### src/rtl/lcd_pkg.sv
// Shared definitions for the LCD write sequencer: FSM and delay encodings, ROM word layout,
// widths and the default HD44780 timing values in 50 MHz clock cycles.
package lcd_pkg;
    localparam int WORD_W  = 9;
    localparam int ADDR_W  = 6;
    localparam int TIMER_W = 20;
    localparam int RS_BIT  = 8;
    localparam logic [7:0] CLR_HOME_MASK = 8'hFC;

    localparam int DEF_LAST_ADDR    = 49;
    localparam int DEF_T_POWERUP    = 750000;
    localparam int DEF_T_SU         = 2;
    localparam int DEF_T_PW         = 12;
    localparam int DEF_T_H          = 2;
    localparam int DEF_T_INIT1      = 205000;
    localparam int DEF_T_INIT2      = 5000;
    localparam int DEF_T_CMD        = 2000;
    localparam int DEF_T_LONG       = 82000;
    localparam int DEF_RESTART_ADDR = 6;

    typedef enum logic [2:0] {
        ST_PWR_WAIT,
        ST_FETCH,
        ST_SETUP,
        ST_PULSE,
        ST_HOLD,
        ST_EXEC,
        ST_NEXT,
        ST_DONE
    } lcd_state_e;

    typedef enum logic [1:0] {
        DLY_INIT1,
        DLY_INIT2,
        DLY_LONG,
        DLY_CMD
    } lcd_delay_e;

    // Clear display and return home (RS=0, DB[7:2]==0) need the long execution time.
    function automatic lcd_delay_e select_delay(input logic [ADDR_W-1:0] addr,
                                                input logic [WORD_W-1:0] word);
        if (addr == ADDR_W'(0))
            return DLY_INIT1;
        else if (addr == ADDR_W'(1))
            return DLY_INIT2;
        else if (!word[RS_BIT] && ((word[7:0] & CLR_HOME_MASK) == 8'h00))
            return DLY_LONG;
        else
            return DLY_CMD;
    endfunction
endpackage

### src/rtl/lcd_delay_timer.sv
// Loadable down-counter shared by every timed phase of the LCD write sequencer.
// Holds at zero; o_expired marks the final cycle of a phase loaded with (N-1).
module lcd_delay_timer
    import lcd_pkg::*;
#(
    parameter int RESET_VALUE = 0
) (
    input  logic               clk,
    input  logic               reset,
    input  logic               i_load,
    input  logic [TIMER_W-1:0] i_value,
    output logic               o_expired
);
    logic [TIMER_W-1:0] r_count;

    always_ff @(posedge clk) begin
        if (reset)
            r_count <= TIMER_W'(RESET_VALUE);
        else if (i_load)
            r_count <= i_value;
        else if (r_count != '0)
            r_count <= r_count - TIMER_W'(1);
    end

    assign o_expired = (r_count == '0);
endmodule

### src/rtl/lcd_write_sequencer.sv
// Walks the LCD word ROM once after reset and writes each word onto an HD44780 8-bit bus.
// Optional macro LCD_REFRESH_EN adds Refresh_LCD to replay the ROM from RESTART_ADDR.
module lcd_write_sequencer
    import lcd_pkg::*;
#(
    parameter int LAST_ADDR    = DEF_LAST_ADDR,
    parameter int T_POWERUP    = DEF_T_POWERUP,
    parameter int T_SU         = DEF_T_SU,
    parameter int T_PW         = DEF_T_PW,
    parameter int T_H          = DEF_T_H,
    parameter int T_INIT1      = DEF_T_INIT1,
    parameter int T_INIT2      = DEF_T_INIT2,
    parameter int T_CMD        = DEF_T_CMD,
    parameter int T_LONG       = DEF_T_LONG,
    parameter int RESTART_ADDR = DEF_RESTART_ADDR
) (
    input  logic              clk,
    input  logic              reset,
    input  logic [WORD_W-1:0] Data_Memoria_LCD,
`ifdef LCD_REFRESH_EN
    input  logic              Refresh_LCD,
`endif
    output logic [ADDR_W-1:0] Dir_Memoria_LCD,
    output logic              LCD_RS,
    output logic              LCD_RW,
    output logic              LCD_E,
    output logic [7:0]        LCD_DB,
    output logic              Busy_LCD,
    output logic              Done_LCD,
    output lcd_state_e        o_dbg_state
);
    lcd_state_e         r_state;
    lcd_state_e         w_next_state;
    lcd_delay_e         r_dly_sel;
    logic [ADDR_W-1:0]  r_addr;
    logic [WORD_W-1:0]  r_word;
    logic               r_e;
    logic               w_load;
    logic [TIMER_W-1:0] w_load_val;
    logic [TIMER_W-1:0] w_exec_val;
    logic               w_expired;
    logic               w_addr_inc;
    logic               w_restart;

    lcd_delay_timer #(
        .RESET_VALUE (T_POWERUP - 1)
    ) u_timer (
        .clk       (clk),
        .reset     (reset),
        .i_load    (w_load),
        .i_value   (w_load_val),
        .o_expired (w_expired)
    );

    // EXEC is loaded two short because the NEXT step is the last cycle of the execution delay.
    always_comb begin
        w_exec_val = TIMER_W'(T_CMD - 2);
        case (r_dly_sel)
            DLY_INIT1: w_exec_val = TIMER_W'(T_INIT1 - 2);
            DLY_INIT2: w_exec_val = TIMER_W'(T_INIT2 - 2);
            DLY_LONG:  w_exec_val = TIMER_W'(T_LONG - 2);
            default:   w_exec_val = TIMER_W'(T_CMD - 2);
        endcase
    end

    always_comb begin
        w_next_state = r_state;
        w_load       = 1'b0;
        w_load_val   = '0;
        w_addr_inc   = 1'b0;
        w_restart    = 1'b0;
        case (r_state)
            ST_PWR_WAIT: begin
                if (w_expired)
                    w_next_state = ST_FETCH;
            end
            ST_FETCH: begin
                w_next_state = ST_SETUP;
                w_load       = 1'b1;
                w_load_val   = TIMER_W'(T_SU - 1);
            end
            ST_SETUP: begin
                if (w_expired) begin
                    w_next_state = ST_PULSE;
                    w_load       = 1'b1;
                    w_load_val   = TIMER_W'(T_PW - 1);
                end
            end
            ST_PULSE: begin
                if (w_expired) begin
                    w_next_state = ST_HOLD;
                    w_load       = 1'b1;
                    w_load_val   = TIMER_W'(T_H - 1);
                end
            end
            ST_HOLD: begin
                if (w_expired) begin
                    w_next_state = ST_EXEC;
                    w_load       = 1'b1;
                    w_load_val   = w_exec_val;
                end
            end
            ST_EXEC: begin
                if (w_expired)
                    w_next_state = ST_NEXT;
            end
            ST_NEXT: begin
                if (r_addr == ADDR_W'(LAST_ADDR)) begin
                    w_next_state = ST_DONE;
                end else begin
                    w_next_state = ST_FETCH;
                    w_addr_inc   = 1'b1;
                end
            end
            ST_DONE: begin
`ifdef LCD_REFRESH_EN
                if (Refresh_LCD) begin
                    w_next_state = ST_FETCH;
                    w_restart    = 1'b1;
                end
`endif
            end
            default: w_next_state = ST_PWR_WAIT;
        endcase
    end

    // E is registered from the next state so it is high for exactly the PULSE cycles.
    always_ff @(posedge clk) begin
        if (reset) begin
            r_state   <= ST_PWR_WAIT;
            r_addr    <= '0;
            r_word    <= '0;
            r_e       <= 1'b0;
            r_dly_sel <= DLY_CMD;
        end else begin
            r_state <= w_next_state;
            r_e     <= (w_next_state == ST_PULSE);
            if (r_state == ST_FETCH) begin
                r_word    <= Data_Memoria_LCD;
                r_dly_sel <= select_delay(r_addr, Data_Memoria_LCD);
            end
            if (w_addr_inc)
                r_addr <= r_addr + ADDR_W'(1);
            else if (w_restart)
                r_addr <= ADDR_W'(RESTART_ADDR);
        end
    end

    assign Dir_Memoria_LCD = r_addr;
    assign LCD_RS          = r_word[RS_BIT];
    assign LCD_DB          = r_word[7:0];
    assign LCD_RW          = 1'b0;
    assign LCD_E           = r_e;
    assign Busy_LCD        = (r_state != ST_DONE);
    assign Done_LCD        = (r_state == ST_DONE);
    assign o_dbg_state     = r_state;
endmodule
### config.mk
export PLATFORM = sky130hd
export DESIGN_NAME = lcd_write_sequencer
export DESIGN_NICKNAME = d
export VERILOG_FILES = /design/src/rtl/lcd_pkg.sv /design/src/rtl/lcd_delay_timer.sv /design/src/rtl/lcd_write_sequencer.sv
export SDC_FILE = /design/constraint.sdc
export NUM_CORES = 1
export LEC_CHECK = 0
export BUFFER_PORTS_ARGS = -buffer_cell sky130_fd_sc_hd__buf_4
export CELL_PAD_IN_SITES_DETAIL_PLACEMENT = 0
export CELL_PAD_IN_SITES_GLOBAL_PLACEMENT = 1
export CORE_UTILIZATION = 41
export DETAILED_ROUTE_END_ITERATION = 8
export GPL_ROUTABILITY_DRIVEN = 1
export PLACE_DENSITY_LB_ADDON = 0.12
export SLEW_MARGIN = 20
export SYNTH_ARGS = -nofsm -noshare
export SYNTH_HDL_FRONTEND = slang
export SYNTH_SLANG_ARGS = --single-unit
### constraint.sdc
create_clock -name clk -period 2.5 [get_ports clk]
set_input_delay 0.5 -clock clk [delete_from_list [all_inputs] [get_ports clk]]
set_output_delay 0.5 -clock clk [all_outputs]
set_load 0.01 [all_outputs]
== Word level (Yosys, flattened, before mapping) ==
Index checks and enable logic that the tools add are counted.

* Input bits: 11
* Word-level logic and storage cells: 52
* Flip-flop bits (word level): 41
* Output and inout port bits: 22

* Add/subtract/negate cells: 2
* Reduce and logical (&&, ||, !) cells: 10
* Mux-type cells: 21
* Eq/ne operators: 13

{| class="wikitable"
|+ Operators with widths
! cell !! count
|-
| one-hot mux 20 bit (4 select lines) || 1
|-
| two-way mux 20 bit || 3
|-
| one-hot mux 18 bit (3 select lines) || 1
|-
| one-hot mux 3 bit (7 select lines) || 1
|-
| zero test 20 bit || 1
|-
| nonzero test 20 bit || 1
|-
| subtractor 20 x 1 -> 20 bit, second input constant || 1
|-
| two-way mux 3 bit || 6
|-
| == test 3 bit, second input constant || 4
|-
| == test 3 x 2 -> 1 bit, second input constant || 3
|-
| zero test 8 bit || 1
|-
| adder 6 x 1 -> 6 bit, second input constant || 1
|-
| == test 6 x 1 -> 1 bit, second input constant || 1
|-
| == test 6 bit, second input constant || 1
|-
| zero test 6 bit || 1
|-
| two-way mux 1 bit || 5
|-
| two-way mux 2 bit || 2
|-
| two-way mux 4 bit || 1
|-
| == test 3 x 1 -> 1 bit, second input constant || 1
|-
| zero test 3 bit || 1
|-
| inequality test 3 bit, second input constant || 1
|-
| OR reduction 3 bit || 1
|-
| == test 2 x 1 -> 1 bit, second input constant || 1
|-
| == test 2 bit, second input constant || 1
|-
| other kinds (5) || 5
|}

== Depth between registers and ports, before layout ==
* Depth in word-level cells: 5
* Gate-level depth with buffers: 8
* Mapped depth without buffers: 7

== Modules after synthesis ==
Synthesis repeated with hierarchy kept, for this count alone.

* Cells, all modules: 278
* Area total of the unflattened synthesis: 2228.4 um^2

{| class="wikitable"
|+ By module, submodules not included
! module !! instances !! cells an instance !! area each (um^2) !! seq. area each (um^2)
|-
| lcd_delay_timer || 1 || 138 || 1136.1 || 400.4
|-
| lcd_write_sequencer || 1 || 140 || 1092.3 || 420.4
|}

== Worst setup path before layout ==
OpenSTA, ideal clock, no wires.

* Kind: reg2reg
* From: register u_timer.r_count[4]
* To: register u_timer.r_count[0]
* Stages on the path, launching flop included: 8
* Buffers on the path: 2
* Data arrival time: 2.171 ns
* Library setup time: 0.134 ns
* Data required time: 2.366 ns
* Slack: 0.194 ns
* Period minus slack after synthesis: 2.306 ns
* Path through: dfxtp_1 or4_1 buf_2 or4_4 buf_6 nor2_8 a21oi_1 or4_1

* Cells in the longest elaborated chain, start to end: 4
* Elaborated cells on any way between the ends: 10
* Those cells by class: 7 x mux; 3 x reduce/logical

{| class="wikitable"
|+ Ends and longest elaborated chain
! what !! RTL line !! source
|-
| from (decl) || lcd_delay_timer.sv:14 || <nowiki>logic [TIMER_W-1:0] r_count;</nowiki>
|-
| from (signal assigned) || lcd_delay_timer.sv:18 || <nowiki>r_count <= TIMER_W'(RESET_VALUE);</nowiki>
|-
| from (signal assigned) || lcd_delay_timer.sv:20 || <nowiki>r_count <= i_value;</nowiki>
|-
| from (signal assigned) || lcd_delay_timer.sv:22 || <nowiki>r_count <= r_count - TIMER_W'(1);</nowiki>
|-
| zero test 20 bit || lcd_delay_timer.sv:25 || <nowiki>assign o_expired = (r_count == '0);</nowiki>
|-
| two-way mux 20 bit (tied with other cells) || lcd_write_sequencer.sv:97 || <nowiki>if (w_expired) begin</nowiki>
|-
| one-hot mux 20 bit (4 select lines) or one-hot mux 1 bit (2 select lines) (tied branches) || lcd_write_sequencer.sv:72 || <nowiki>case (r_state)</nowiki>
|-
| two-way mux 20 bit or nonzero test 2 bit (tied branches) || - ||
|}

Several ways; a longest one is shown, not always the timed one.
A chain may end at the register's enable or synchronous reset.

== Final worst setup path ==
Ends and elaborated chain as after synthesis.

==> metrics.md <==
| Metric | Value |
|---|---|
| Syn. warnings | 0 |
| Min-delay src | Data_Memoria_LCD[1] |
| DRC | 0 |
| Post-synthesis mux area share | 0 |
| Share of cells above drive strength 1 | 0.209 |
| CTS tree | yes |
| Status | finished clean |
| Power, Total | 0.00117 W |
| Post-Layout Cell Count | 368 |
| GR peak layer | met2 |
| Worst r2r dst | u_timer.r_count[0] |
| CP max-delay cell | or4_4 |
| R2R Setup Slk | 0.17 ns |
| Total Routed Length | 5.17 mm |
| Fin. max-slew vios | 0 |
| Die width | 74.0 microns |
| Largest net degree at the start of global routing | 32 |
| Dominant combinational cell family by area after synthesis | simple AND/OR/NAND/NOR gates |
| Post-route ant nets | 0 |
| Ports | 33 |
| Clk_lat worst skew | 0.29 ns |
| Crit path capture type | flop |
| Hold worst-path end | r_word[1] |
| WL/cell | 14.1 microns |
| Met2 global-route usage | 0.311 |
| CP arrival | ~2.5 ns |
| Routability cong. | 0.882 |
| Reg-to-Reg Start | u_timer.r_count[4] |
| Leading area contributor after synthesis | dfxtp_1 |
| Power density over the cells | 451 nW/um^2 |
| Core area | 4850 sq um |
| Most frequent cells in the layout | buf_4 (46), dfxtp_1 (41), nand2_1 (39), nor2_1 (24), a21oi_1 (20) |
| Worst Setup Start Kind | flop |
| Placed insts | 360 |
| Max VDD drop | ~0.19 mV |
| Clock Tree Buf Depth | 2 |
| DR pass1 iterations | 4 |
| Register area share after synthesis | 0.387 |
| Clk_skew | 0.00770 ns |
| Async SR Flop Fraction | 0 |
| DRT iter0 DRCs | 103 |
| Final Hold Fails | 0 |
| Crit-path max FO | 11 |
| Global-route wire length before repair | 8.26 mm |
| Vias per cell | 5.39 |
| Synth Net Count | 276 |
| Final core utilization | 0.534 |
| Root Buffer | clkbuf_8 |
| Met3 global-route usage | 0.0325 |
| Req. time, crit path | 2.67 ns |
| Tcrit/Tclk final | 0.932 |
| Top FF cell, synth | dfxtp_1 |
| Initial core utilization | 0.438 |
| Slew HR | 0.642 |
| Crit-path cells | or4_1, or4_4, nor2_8, a21oi_1, or4_1 |
| Fmax | 429 MHz |
| Compound-gate portion of the synthesized area | 0.170 |
| Post-detail-place hpwl | 3.70 mm |
| Max incr delay on CP | 0.64 ns |
| Max-cap violations | 0 |
| Initial antenna violation count | 0 |
| Nets | 315 |
| Clk slew on worst S/H paths | about 0.08 ns |
| # rows | 25 |
| P&R area growth vs syn | 22.0% |
| CP Class | flop to flop |
| CTS sink cnt | 41 |
| Die area | 5470 sq um |
| Setup TNS | 0 ns |
| Most used cell, CP | or4_1 |
| Tot GR Track Use | 0.198 |
| Post-Syn Instances | 261 |
| Final setup viols | 0 |
| FF+latch count, synth | just over 40 |
| Synth Cell Area | 2120 sq um |
| Post-route minimum period | 2.33 ns |
| Leak | 1.00 nW |
| Hold Buf Count CTS | 0 |
| Commonest non-fill, non-tap cell in the layout | buf_4 |
| Die Height | 74.0 microns |
| RSZ-0062 raised after global routing | false |
| Library cells used by synthesis | 46 |
| Synth Area in Adders | 0.0236 |
| Num CTS Buffers | 5 |
| Worst hold path type | input port to flop |
| Avg Cell Area, Syn | 8.14 sq um |
| Least-Margin Pin Slew | 0.537 ns |
| Register-to-Register Path Depth | 5 |
| EDFF count, synth | 0 |
| Global route overflow | 0 |
| Synth top area share | 0.387 |
| Vias in the first global route | between 1500 and 2000 |
| Post-Synth XOR/XNOR Area | 0.0742 |
| Vias post-DR | a little under 2000 |
| PortBufs | 31 |
| Inserted Diodes | 0 |
| H-tree depth | 2 |
| Simple-gate area share of the yosys netlist | 0.299 |
| Largest cells by area after synthesis | dfxtp_1 (39%), nand2_1 (6.9%), a21oi_1 (4.7%) |
| Hold path cells | 3 |
| Grt met1 use | 0.275 |
| Hold slack | 0.453 ns |
## kinds of logic (layout without fill, tap and decap cells)
family	count (synthesis)	count (layout)
AO/OA/AOI/OAI	56	56
adder cells (fa/ha/maj)	4	4
AND/OR/NAND/NOR	119	119
XOR/XNOR	18	18
flip-flops	41	41
buffers and inverters	22	62
other	1	1
## metal layers
metal  up-vias  part of all wire
li1       1012                 -
met2        38              0.47
met5         -                 0
met4         0             0.010
met1       923              0.49
met3         9             0.029
## layout make-up
class / count / area, sq um
tap: 67 / 83.8
clock buffer: 6 / 82.6
sequential: 41 / 821
clock inverter: 2 / 13.8
timing repair buffer: 46 / 345
inverter: 8 / 30.0
fill: 497 / 2260
multi-input combinational: 198 / 1210
## worst max-delay path: cells and delay by family, from the launching register on
kind	cells	cell delay, ns
flops	1	0.35
compound gates	1	0.07
simple gates	4	1.78
## synth_stat cells, types with 2 or more instances
library cell,instances
nand3b_1,3
or3_1,2
nor3_1,7
a31oi_1,7
nand2b_1,5
nor4_1,9
nand2_1,39
dfxtp_1,41
ha_1,4
inv_1,8
nand4_1,3
a221o_1,3
a21oi_1,20
clkbuf_1,11
xnor2_1,9
o311ai_0,3
a21o_1,2
nor2_1,24
xor2_1,9
o211ai_1,5
o21ai_0,8
nand3_1,12
or4_1,4
## state kept, by name, indices dropped and copies added, names as in the netlist
register,flops
Dir_Memoria_LCD,6
r_dly_sel,2
r_word,9
o_dbg_state,3
u_timer.r_count,20
LCD_E,1
## per-stage QoR
| stage | instance area (sq um) | setup WS (ns) |
|---|---|---|
| floorplan | 2120 | 0.194 |
| finish | 2590 | 0.170 |
| global placement | 2490 | 0.203 |
| detailed placement | 2490 | 0.146 |
| global route | 2590 | 0.0736 |
| CTS | 2580 | 0.133 |
## repair_timing
item                                    4_1_cts  5_1_grt
hold endpoints to repair                      0        0
gates resized for setup                       0        1
endpoints found under the setup margin        0        3
setup buffers                                 0        0
## how the worst max path moves through the flow
stage / from / to
after floorplan: u_timer.r_count[4] / u_timer.r_count[0]
after global placement: u_timer.r_count[4] / u_timer.r_count[0]
after detailed placement: u_timer.r_count[4] / u_timer.r_count[9]
after CTS: u_timer.r_count[4] / u_timer.r_count[9]
after global routing: u_timer.r_count[4] / u_timer.r_count[7]
final: u_timer.r_count[4] / u_timer.r_count[0]
## where the power goes
part	switching (W)	internal [W]	leakage, nW
combinational	0.0000257	0.0000227	0.622
clock	0.000233	0.000224	0.0512
sequential	0.00000504	0.000657	0.331
Power figures use the tool's default switching activity.
